[config.mk]
export PLATFORM = sky130hd
export DESIGN_NAME = input_buffer_ctrl
export DESIGN_NICKNAME = d
export VERILOG_FILES = /design/src/rtl/input_buffer_ctrl_pkg.sv /design/src/rtl/input_buffer_ctrl.sv
export SDC_FILE = /design/constraint.sdc
export NUM_CORES = 1
export LEC_CHECK = 0
export CORE_MARGIN = 4
export CORE_UTILIZATION = 55
export CTS_BUF_LIST = sky130_fd_sc_hd__clkbuf_16
export DETAILED_ROUTE_END_ITERATION = 16
export DONT_BUFFER_PORTS = 1
export PLACE_DENSITY = 0.77
export SLEW_MARGIN = 20
export SYNTH_ARGS = -nofsm -noshare
export SYNTH_HDL_FRONTEND = slang
export SYNTH_SLANG_ARGS = --single-unit
[constraint.sdc]
create_clock -name clk -period 5.6 [get_ports clk]
set_clock_uncertainty 0.1 [all_clocks]
set_input_delay 0.56 -clock clk [delete_from_list [all_inputs] [get_ports clk]]
set_output_delay 0.56 -clock clk [all_outputs]
set_load 0.01 [all_outputs]
[src/rtl/input_buffer_ctrl_pkg.sv]
// Config constants and shared types for the systolic-array A-operand buffer sequencer.
package input_buffer_ctrl_pkg;

   localparam int SYS_ROWS           = 4;
   localparam int A_BITWIDTH         = 8;
   localparam int INPUT_BUFFER_DEPTH = 16;
   localparam int INBUF_AW           = 16;

   typedef enum logic [2:0] {
      IDLE,
      LOAD,
      WAIT_ARR,
      STREAM,
      DRAIN
   } inbuf_state_e;

endpackage

[src/rtl/input_buffer_ctrl.sv]
// Input buffer sequencer: loads k_len A columns into all row FIFOs, then streams and drains them.
// Optional start-to-done cycle counter enabled by defining INBUF_CTRL_PERF_EN.
module input_buffer_ctrl
   import input_buffer_ctrl_pkg::*;
#(
   parameter int  ROWS   = SYS_ROWS,
   parameter int  DWIDTH = A_BITWIDTH,
   parameter int  DEPTH  = INPUT_BUFFER_DEPTH,
   parameter int  AW     = INBUF_AW,
   localparam int KW     = $clog2(DEPTH + 1)
) (
   input  logic                     clk,
   input  logic                     rst,
   input  logic                     start,
   input  logic [KW-1:0]            k_len,
   input  logic [AW-1:0]            base_addr,
   input  logic                     array_ready,
   output logic                     busy,
   output logic                     done,
   output logic                     err,
   output logic                     mem_req,
   output logic [AW-1:0]            mem_addr,
   input  logic                     mem_gnt,
   input  logic                     mem_rvalid,
   input  logic [ROWS*DWIDTH-1:0]   mem_rdata,
   output logic [ROWS-1:0]          buf_wr_en,
   output logic [ROWS*DWIDTH-1:0]   buf_wr_data,
   output logic                     buf_read,
   output logic [31:0]              perf_cycles
);

   localparam int DRW = $clog2(ROWS + 1);

   inbuf_state_e            state_q, state_d;
   logic [KW-1:0]           k_len_q, k_len_d;
   logic [AW-1:0]           base_q, base_d;
   logic [KW-1:0]           issued_q, issued_d;
   logic [KW-1:0]           recvd_q, recvd_d;
   logic [KW-1:0]           stream_cnt_q, stream_cnt_d;
   logic [DRW-1:0]          drain_cnt_q, drain_cnt_d;
   logic [ROWS-1:0]         wr_en_q, wr_en_d;
   logic [ROWS*DWIDTH-1:0]  wr_data_q, wr_data_d;
   logic                    err_q, err_d;

   logic k_len_ok;
   logic start_accept;
   logic rvalid_accept;

   assign k_len_ok      = (k_len != '0) && (int'(k_len) <= DEPTH);
   assign start_accept  = (state_q == IDLE) && start && k_len_ok;
   assign rvalid_accept = (state_q == LOAD) && mem_rvalid && (recvd_q < k_len_q);

   assign busy        = (state_q != IDLE);
   assign mem_req     = (state_q == LOAD) && (issued_q < k_len_q);
   assign mem_addr    = base_q + AW'(issued_q);
   assign buf_read    = (state_q == STREAM);
   assign done        = (state_q == DRAIN) && (drain_cnt_q == DRW'(ROWS - 1));
   assign err         = err_q;
   assign buf_wr_en   = wr_en_q;
   assign buf_wr_data = wr_data_q;

   always_comb begin
      state_d      = state_q;
      k_len_d      = k_len_q;
      base_d       = base_q;
      issued_d     = issued_q;
      recvd_d      = recvd_q;
      stream_cnt_d = stream_cnt_q;
      drain_cnt_d  = drain_cnt_q;
      wr_en_d      = '0;
      wr_data_d    = wr_data_q;
      err_d        = 1'b0;

      case (state_q)
         IDLE: begin
            if (start_accept) begin
               k_len_d  = k_len;
               base_d   = base_addr;
               issued_d = '0;
               recvd_d  = '0;
               state_d  = LOAD;
            end else if (start) begin
               err_d = 1'b1;
            end
         end

         LOAD: begin
            if (mem_req && mem_gnt) begin
               issued_d = issued_q + KW'(1);
            end
            // Returns beyond k_len are dropped so a full-depth tile cannot overflow the FIFOs.
            if (rvalid_accept) begin
               wr_en_d   = '1;
               wr_data_d = mem_rdata;
               recvd_d   = recvd_q + KW'(1);
            end
            if (recvd_q == k_len_q) begin
               state_d = WAIT_ARR;
            end
         end

         WAIT_ARR: begin
            if (array_ready) begin
               stream_cnt_d = '0;
               state_d      = STREAM;
            end
         end

         STREAM: begin
            if (stream_cnt_q == k_len_q - KW'(1)) begin
               drain_cnt_d = '0;
               state_d     = DRAIN;
            end else begin
               stream_cnt_d = stream_cnt_q + KW'(1);
            end
         end

         DRAIN: begin
            // ROWS-1 cycles of row skew plus one cycle of FIFO read latency.
            if (drain_cnt_q == DRW'(ROWS - 1)) begin
               state_d = IDLE;
            end else begin
               drain_cnt_d = drain_cnt_q + DRW'(1);
            end
         end

         default: begin
            state_d = IDLE;
         end
      endcase
   end

   always_ff @(posedge clk) begin
      if (rst) begin
         state_q      <= IDLE;
         k_len_q      <= '0;
         base_q       <= '0;
         issued_q     <= '0;
         recvd_q      <= '0;
         stream_cnt_q <= '0;
         drain_cnt_q  <= '0;
         wr_en_q      <= '0;
         wr_data_q    <= '0;
         err_q        <= 1'b0;
      end else begin
         state_q      <= state_d;
         k_len_q      <= k_len_d;
         base_q       <= base_d;
         issued_q     <= issued_d;
         recvd_q      <= recvd_d;
         stream_cnt_q <= stream_cnt_d;
         drain_cnt_q  <= drain_cnt_d;
         wr_en_q      <= wr_en_d;
         wr_data_q    <= wr_data_d;
         err_q        <= err_d;
      end
   end

`ifdef INBUF_CTRL_PERF_EN
   logic [31:0] perf_q, perf_d;

   // Cleared on an accepted start, counts every busy cycle, then holds until the next tile.
   always_comb begin
      perf_d = perf_q;
      if (start_accept) begin
         perf_d = '0;
      end else if (state_q != IDLE) begin
         perf_d = perf_q + 32'd1;
      end
   end

   always_ff @(posedge clk) begin
      if (rst) begin
         perf_q <= '0;
      end else begin
         perf_q <= perf_d;
      end
   end

   assign perf_cycles = perf_q;
`else
   assign perf_cycles = 32'd0;
`endif

endmodule

Yosys cells after proc, flatten, opt, wreduce, memory -nomap -nowiden. Index checks and enable logic that the tools add are counted.

Register bits: 79. Bits of input ports: 59.

Add/sub/neg operators: 6. Magnitude comparators: 3. Eq/ne operators: 16. Mux-type cells: 19. Bitwise logic cells: 2. Reduce and logical (&&, ||, !) cells: 23.

Operators by type and width (number): 5-bit one-hot mux with 2 select lines (3); 5-bit 2-to-1 mux (5); 3-bit 2-to-1 mux (7); 16-bit by 5-bit adder with 16-bit output (1); 5-bit by 1-bit adder with 5-bit output (second input constant) (3); 3-bit one-hot mux with 5 select lines (1); 3-bit AND reduction (4); 5-bit equality test (2); 5-bit < comparator (2); 2-bit != test (second input constant) (5); 3-bit by 2-bit equality test with 1-bit output (second input constant) (3); 1-bit logical AND (8); 2-bit by 1-bit != test with 1-bit output (second input constant) (4); 3-bit one-hot mux with 2 select lines (1); 2-bit nonzero test (3); 5-bit <= comparator (second input constant) (1); 5-bit AND reduction (1); 5-bit nonzero test (1); 5-bit by 1-bit subtractor with 5-bit output (second input constant) (1); 4-bit 2-to-1 mux (1); 2-bit AND reduction (2); 3-bit by 1-bit adder with 3-bit output (second input constant) (1); 3-bit by 1-bit equality test with 1-bit output (second input constant) (1); 3-bit equality test (second input constant) (1); 6 further kinds (7).

Longest topological paths before layout. Gate-level depths: netlist of run 1.

Depth after elaboration: 5. Gate-level depth with buffers: 9. Gate-level depth less buffers: 7.

Worst setup path after synthesis of run 1. Ideal clock, no wire load.

Path kind: reg-to-output. Start: reg issued_q[0]. End: out mem_addr[10]. Data arrival time: 1.718 ns. Setup slack: 3.222 ns. Cell stages (with the launch flop): 8. Cell sequence: dfxtp_1 -> ha_1 -> fa_1 -> a21o_1 -> a21oi_1 -> o21bai_1 -> nand4_1 -> xnor2_1.

Word-level cells in the longest chain between the ends: 1.

RTL lines: from (decl) (line input_buffer_ctrl.sv:37) `logic [KW-1:0] issued_q, issued_d;`; from (signal assigned) (line input_buffer_ctrl.sv:149) `issued_q <= issued_d;`; 16-bit by 5-bit adder with 16-bit output (line input_buffer_ctrl.sv:55) `assign mem_addr = base_q + AW'(issued_q);`; to (decl) (line input_buffer_ctrl.sv:22) `output logic [AW-1:0] mem_addr,`.

No other way between the ends.

Final worst setup path of run 1.
Start: reg issued_q[1]. End: out mem_addr[11].

The elaborated chain is that of the path after synthesis.

==> results_dict.tcl, run 1 <==
set metrics [dict create \
    numClockSinks 76 \
    die-area_um2 8490 \
    tns_ps 0 \
    drive_above_1_share_pct 5.00 \
    cp_cell_sequence "ha_1 > a211oi_1 > o21bai_1 > a21oi_1 > nor3_1 > xor2_1" \
    vias_in_the_first_global_route 2978 \
    grt_first_pass_wirelength_um 13500 \
    crit_buf_inv 0 \
    area_growth_pct 5.33 \
    place_ws_ps 2820 \
    antenna_left 0 \
    run_status "finished, final reports clean" \
    timing.critical_path.arrival_ps 2310 \
    tritoncts_clock_tree "built" \
    setup.worst_path.start_class "register" \
    globalRouteOverflowTotal 0 \
    layout.core_utilization_pct 60.0 \
    final_net_count 555 \
    synth.ff_latch_count 76 \
    antenna_violations_before_repair 0 \
    ioPinCount 148 \
    power_per_cell_area_nw_per_um2 326 \
    timing_hold_violations_final 0 \
    synth_cells 489 \
    p_leak_nw 1.56 \
    cts.path.max_buffers 2 \
    final_design_area_no_fill_um2 4100 \
    routability_congestion_estimate_from_global_placement 0.816 \
    hold_path.class "input pin to register" \
    holdWs_ps 190 \
    critical_path.slowest_cell "sky130_fd_sc_hd__dfxtp_1" \
    initialDrtViolationCount 119 \
    final.min_clock_period_ps 2970 \
    port_buffers 0 \
    crit_path_max_fanout 6 \
    synth_ff_type "sky130_fd_sc_hd__dfxtp_1" \
    worstSkewPairLatency_ps 330 \
    viasPerCell 5.34 \
    setup_viol 0 \
    floorplan.core_area_um2 6830 \
    mostFrequentLayoutCells "sky130_fd_sc_hd__nand2_1, sky130_fd_sc_hd__dfxtp_1, sky130_fd_sc_hd__a21oi_1, sky130_fd_sc_hd__conb_1, sky130_fd_sc_hd__ha_1" \
    pin_count_of_the_biggest_net_entering_global_routing 67 \
    cts_resized 0 \
    clock_transition_at_path_regs_ps 60 \
    post_cts_hold_buffer_count 0 \
    die_w_um 92.1 \
    via_count 3083 \
    yosysWarningCount 0 \
    worst-slew-pin-transition_ps 853 \
    clock_tree.root_cell "sky130_fd_sc_hd__clkbuf_16" \
    totalWireLength_um 8150 \
    rows 30 \
    slew-limit-headroom_pct 42.7 \
    rsz0062_at_grt "no" \
    proportion_of_synthesized_flip_flops_having_asynchronous_set_or_reset_pct 0 \
    finalCritPeriodShare_pct 53.1 \
    layout_commonest_cell "sky130_fd_sc_hd__nand2_1" \
    mappedNetlistArea_um2 3890 \
    p_total_mw 1.34 \
    cts_setup_buffers 0 \
    timing.critical_path.required_ps 4940 \
    global_route.peak_usage_layer "met2" \
    place_inst 560 \
    timing.final.ws_setup_ps 2630 \
    final_cells 577 \
    ctsHtreeMaxLevel 3 \
    synth_cell_types 48 \
    report.final.slew_viol_count 0 \
    remaining_drc_errors 0 \
    critPathMaxStageDelay_ps 460 \
    power.ir.vdd_worst_mv 0.204 \
    number_of_max_cap_violations 0 \
    dp_hpwl_um 6020 \
    die_height_um 92.1 \
    use_met3_pct 5.33 \
    wire_per_inst_um 14.1 \
    grt_util_met2_pct 33.2 \
    grt_use_met1_pct 21.9 \
    tritoncts.num_buffers 9 \
    kind_of_cell_adding_the_most_delay_to_the_critical_path "compound AO/OA/AOI/OAI gates" \
    synth_edf_count 0 \
    first_pass_iteration_count_of_the_detailed_router 5 \
    highest_clock_rate_mhz 337 \
    gr-usage-all-layers_pct 19.4 \
    ys_seq_area_share_pct 39.1 \
    place_area_um2 3780 \
    initial_core_util_pct 57.0 \
    setup.worst_path.class "register to output port" \
    avgSynthCellArea_um2 7.96 \
    cp-end-kind "output port" \
]
==> layout make-up <==
cell class / instances / area [µm²]
diodes: 1 / 2.50
clock buffers: 9 / 225
clock inverters: 7 / 97.6
fillers: 627 / 2730
inverters: 14 / 52.6
multi-input cells: 374 / 2080
flip-flops and latches: 76 / 1520
well taps: 96 / 120
==> state kept, by name (all words and copies together), names as in the netlist <==
name and count:
recvd_q 5, drain_cnt_q 3, state_q 3, buf_wr_en 1
buf_wr_data 32, base_q 16, err 1, stream_cnt_q 5
k_len_q 5, issued_q 5
==> logic make-up after synthesis <==
kind of cell,synth area share (%)
xor gates and xnor gates,4.95
adders and majority gates,6.94
AOI/OAI and AO/OA,14.8
muxes,0.578
DFF,39.1
buffers and inverters,10.6
and+or+nand+nor,22.9
other,0.0963
==> final timing paths <==
kind | startpoint | end | slack [ps] | cells after the start
worst max-delay path | issued_q[1]$_SDFFE_PP0P_ | mem_addr[11] | 2630 | 6
worst min-delay path | rst | buf_wr_data[1]$_SDFFE_PP0P_ | 190 | 1
worst max register to register | k_len_q[0]$_SDFFE_PP0P_ | drain_cnt_q[0]$_SDFFE_PP0P_ | 2900 | 7
worst min register to register | base_q[4]$_SDFFE_PP0P_ | base_q[4]$_SDFFE_PP0P_ | 360 | 2
==> synth_stat cells, drive strengths merged (3+ instances only) <==
library cell	number	area (µm²)
clkbuf	13	50.0
inv	14	52.6
nand3	12	60.1
nand4	4	25.0
buf	43	312
nor4	3	18.8
nor2	15	56.3
nor3	6	30.0
nand2	123	462
a211oi	4	30.0
xor2	8	70.1
xnor2	14	123
nor3b	4	41.3
and3	4	25.0
nand2b	3	18.8
ha	20	250
or3	8	50.1
nor2b	4	25.0
o21ai	11	55.1
dfxtp	76	1520
a21oi	71	355
==> worst register-to-register path, cell delays in order (launching register included) <==
cell and delay, ps:
sky130_fd_sc_hd__dfxtp_1 450, sky130_fd_sc_hd__inv_1 80, sky130_fd_sc_hd__ha_1 240, sky130_fd_sc_hd__nor2b_1 140, sky130_fd_sc_hd__or3_1 360, sky130_fd_sc_hd__a311oi_2 670
sky130_fd_sc_hd__a211oi_1 250, sky130_fd_sc_hd__mux2_2 310
==> report_power, final <==
part           switching, mW  leakage (nW)  internal (mW)
combinational         0.0859         0.792         0.0441
sequential            0.0285         0.615          0.563
clock                  0.225         0.154          0.392
==> metal layers <==
metal	wire (µm)	part of all wire, %
met5	0	0
met4	172	2.1
met3	627	7.7
met2	4130	51
met1	3220	40
Note: power is estimated with default switching activity, not from simulation.
==> run 2, diff against run 1 <==
==> constraint.sdc (replaced) <==
create_clock -name clk -period 2.8 [get_ports clk]
set_clock_uncertainty 0.1 [all_clocks]
set_input_delay 0.28 -clock clk [delete_from_list [all_inputs] [get_ports clk]]
set_output_delay 0.28 -clock clk [all_outputs]
set_load 0.01 [all_outputs]
==> run 2 against run 1 <==
  * Flip-flop and latch count unchanged
  * Combinational power grew to 2.7 times the previous value
  * Design area increased by 15%
  * Via count rose by 11%
  * Largest power group unchanged
==> results_dict.tcl, run 2 (synthesis results as in run 1) <==
set metrics [dict create \
    clock_tree.root_cell "sky130_fd_sc_hd__clkbuf_16" \
    timing_hold_violations_final 0 \
    tns_ps 0 \
    pin_count_of_the_biggest_net_entering_global_routing 61 \
    mostFrequentLayoutCells "sky130_fd_sc_hd__nand2_1, sky130_fd_sc_hd__dfxtp_1, sky130_fd_sc_hd__a21oi_1, sky130_fd_sc_hd__dlygate4sd3_1, sky130_fd_sc_hd__conb_1" \
    ctsHtreeMaxLevel 3 \
    floorplan.core_area_um2 6830 \
    final_net_count 617 \
    totalWireLength_um 9440 \
    power_internal_mw 2.05 \
    critPathMaxStageDelay_ps 420 \
    initial_core_util_pct 57.0 \
    ioPinCount 148 \
    remaining_drc_errors 0 \
    place_ws_ps 340 \
    run_status "finished, final reports clean" \
    timing.final.ws_setup_ps 145 \
    slew-limit-headroom_pct 46.0 \
    crit_path_max_fanout 6 \
    clock_transition_at_path_regs_ps 60 \
    seqPwrFrac_pct 42.9 \
    first_pass_iteration_count_of_the_detailed_router 4 \
    n_antenna_cell 0 \
    final_cells 638 \
    largest_register_ff_count 32 \
    worstSkewPairLatency_ps 330 \
    tritoncts_clock_tree "built" \
    number_of_max_cap_violations 0 \
    tritoncts.num_buffers 9 \
    gr-usage-all-layers_pct 22.7 \
    setup.worst_path.start_class "register" \
    worst-slew-pin-transition_ps 803 \
    power.combinational.fraction_pct 12.8 \
    net_load_switching_power_uw 707 \
    layout_commonest_cell "sky130_fd_sc_hd__nand2_1" \
    grt_first_pass_wirelength_um 15600 \
    viasPerCell 5.34 \
    clk_network_pwr_share_pct 44.3 \
    numClockSinks 76 \
    port_buffers 0 \
    hold_path.class "input pin to register" \
    crit_buf_inv 0 \
    kind_of_cell_adding_the_most_delay_to_the_critical_path "adder cells" \
    layout.core_utilization_pct 69.0 \
    antenna_violations_before_repair 0 \
    routability_congestion_estimate_from_global_placement 0.805 \
    power_per_cell_area_nw_per_um2 586 \
    final.min_clock_period_ps 2660 \
    p_leak_nw 1.84 \
    cts.path.max_buffers 2 \
    power.ir.vdd_worst_mv 0.319 \
    rows 30 \
    cp-end-kind "output port" \
    die-area_um2 8490 \
    highest_clock_rate_mhz 377 \
    die_w_um 92.1 \
    area_growth_pct 21.0 \
    finalCritPeriodShare_pct 94.8 \
    globalRouteOverflowTotal 0 \
    antenna_left 0 \
    initialDrtViolationCount 148 \
    timing.critical_path.required_ps 2420 \
    setup_viol 0 \
    vias_in_the_first_global_route 3368 \
    timing.critical_path.arrival_ps 2280 \
    place_inst 568 \
    setup.worst_path.class "register to output port" \
    drive_above_1_share_pct 6.09 \
    wire_per_inst_um 14.8 \
    cp_cell_sequence "ha_1 > fa_1 > a21o_1 > a21oi_1 > o21bai_2 > nand3_1 > xnor2_1" \
    die_height_um 92.1 \
    rsz0062_at_grt "yes" \
    via_count 3410 \
    netSwitchingFraction_pct 25.6 \
    dp_hpwl_um 6210 \
    critical_path.slowest_cell "sky130_fd_sc_hd__fa_1" \
    report.final.slew_viol_count 0 \
]
-- run 2: changes by cell type in the layout (fill, tap and decap cells not counted), sizes merged --
cell / change
dlygate4sd3: +53
buf: +9
clkinv: -1
clkinvlp: +1
diode: -1
-- run 2: power by group through the flow --
| stage | clock network (mW) | registers (mW) | logic [mW] |
|---|---|---|---|
| after floorplan | 0 | 1.18 | 0.283 |
| after global placement | 0 | 1.21 | 0.259 |
| after detailed placement | 0 | 1.21 | 0.268 |
| after CTS | 1.25 | 1.18 | 0.348 |
| after global routing | 1.30 | 1.19 | 0.393 |
| final | 1.22 | 1.18 | 0.353 |
-- run 2: worst reg2reg max path, cell delays in order (launching register included) --
cell	delay [ps]
sky130_fd_sc_hd__dfxtp_1	430
sky130_fd_sc_hd__inv_1	70
sky130_fd_sc_hd__ha_1	230
sky130_fd_sc_hd__nor2b_1	130
sky130_fd_sc_hd__or3_1	360
sky130_fd_sc_hd__a311oi_2	560
sky130_fd_sc_hd__a211oi_1	210
sky130_fd_sc_hd__mux2_2	290
-- run 2: what timing repair did --
action | 4_1_cts | 5_1_grt
buffers inserted | 0 | 0
hold endpoints to repair | 60 | 0
gates resized for setup | 0 | 2
setup endpoints to repair | 0 | 8
hold buffers | 54 | 0
-- run 2: per-stage QoR --
step | area [µm²] | hold slack, ps | power, mW
3_3_place_gp | 3830 | 256 | 1.46
6_report | 4710 | 22.2 | 2.76
2_1_floorplan | 4010 | 316 | 1.46
5_1_grt | 4710 | 21.2 | 2.88
3_5_place_dp | 3830 | 259 | 1.47
4_1_cts | 4710 | 16.3 | 2.78
-- run 2: layout make-up --
cell class	count	area, µm²
Fill cell	564	2120
Multi-Input combinational cell	374	2080
Sequential cell	76	1520
Timing Repair Buffer	62	618
Clock buffer	9	225
Tap cell	96	120
Clock inverter	7	91.3
Inverter	14	52.6
-- run 2: worst paths after layout --
path / start / to / slack, ps / cells after the start
max: issued_q[0]$_SDFFE_PP0P_ / mem_addr[12] / 140 / 7
min reg2reg: base_q[4]$_SDFFE_PP0P_ / base_q[4]$_SDFFE_PP0P_ / 360 / 2
max reg2reg: k_len_q[0]$_SDFFE_PP0P_ / drain_cnt_q[0]$_SDFFE_PP0P_ / 310 / 7
min: rst / issued_q[0]$_SDFFE_PP0P_ / 20 / 1
-- run 2: routing by layer --
| layer | part of all wire [%] | global-route usage [%] | wire length [µm] | vias to the layer above |
|---|---|---|---|---|
| li1 | - | - | - | 1688 |
| met1 | 40 | 26.0 | 3790 | 1576 |
| met2 | 51 | 40.3 | 4830 | 121 |
| met3 | 6.1 | 4.51 | 574 | 25 |
| met4 | 2.6 | 10.5 | 243 | 0 |
| met5 | 0 | 0 | 0 | - |
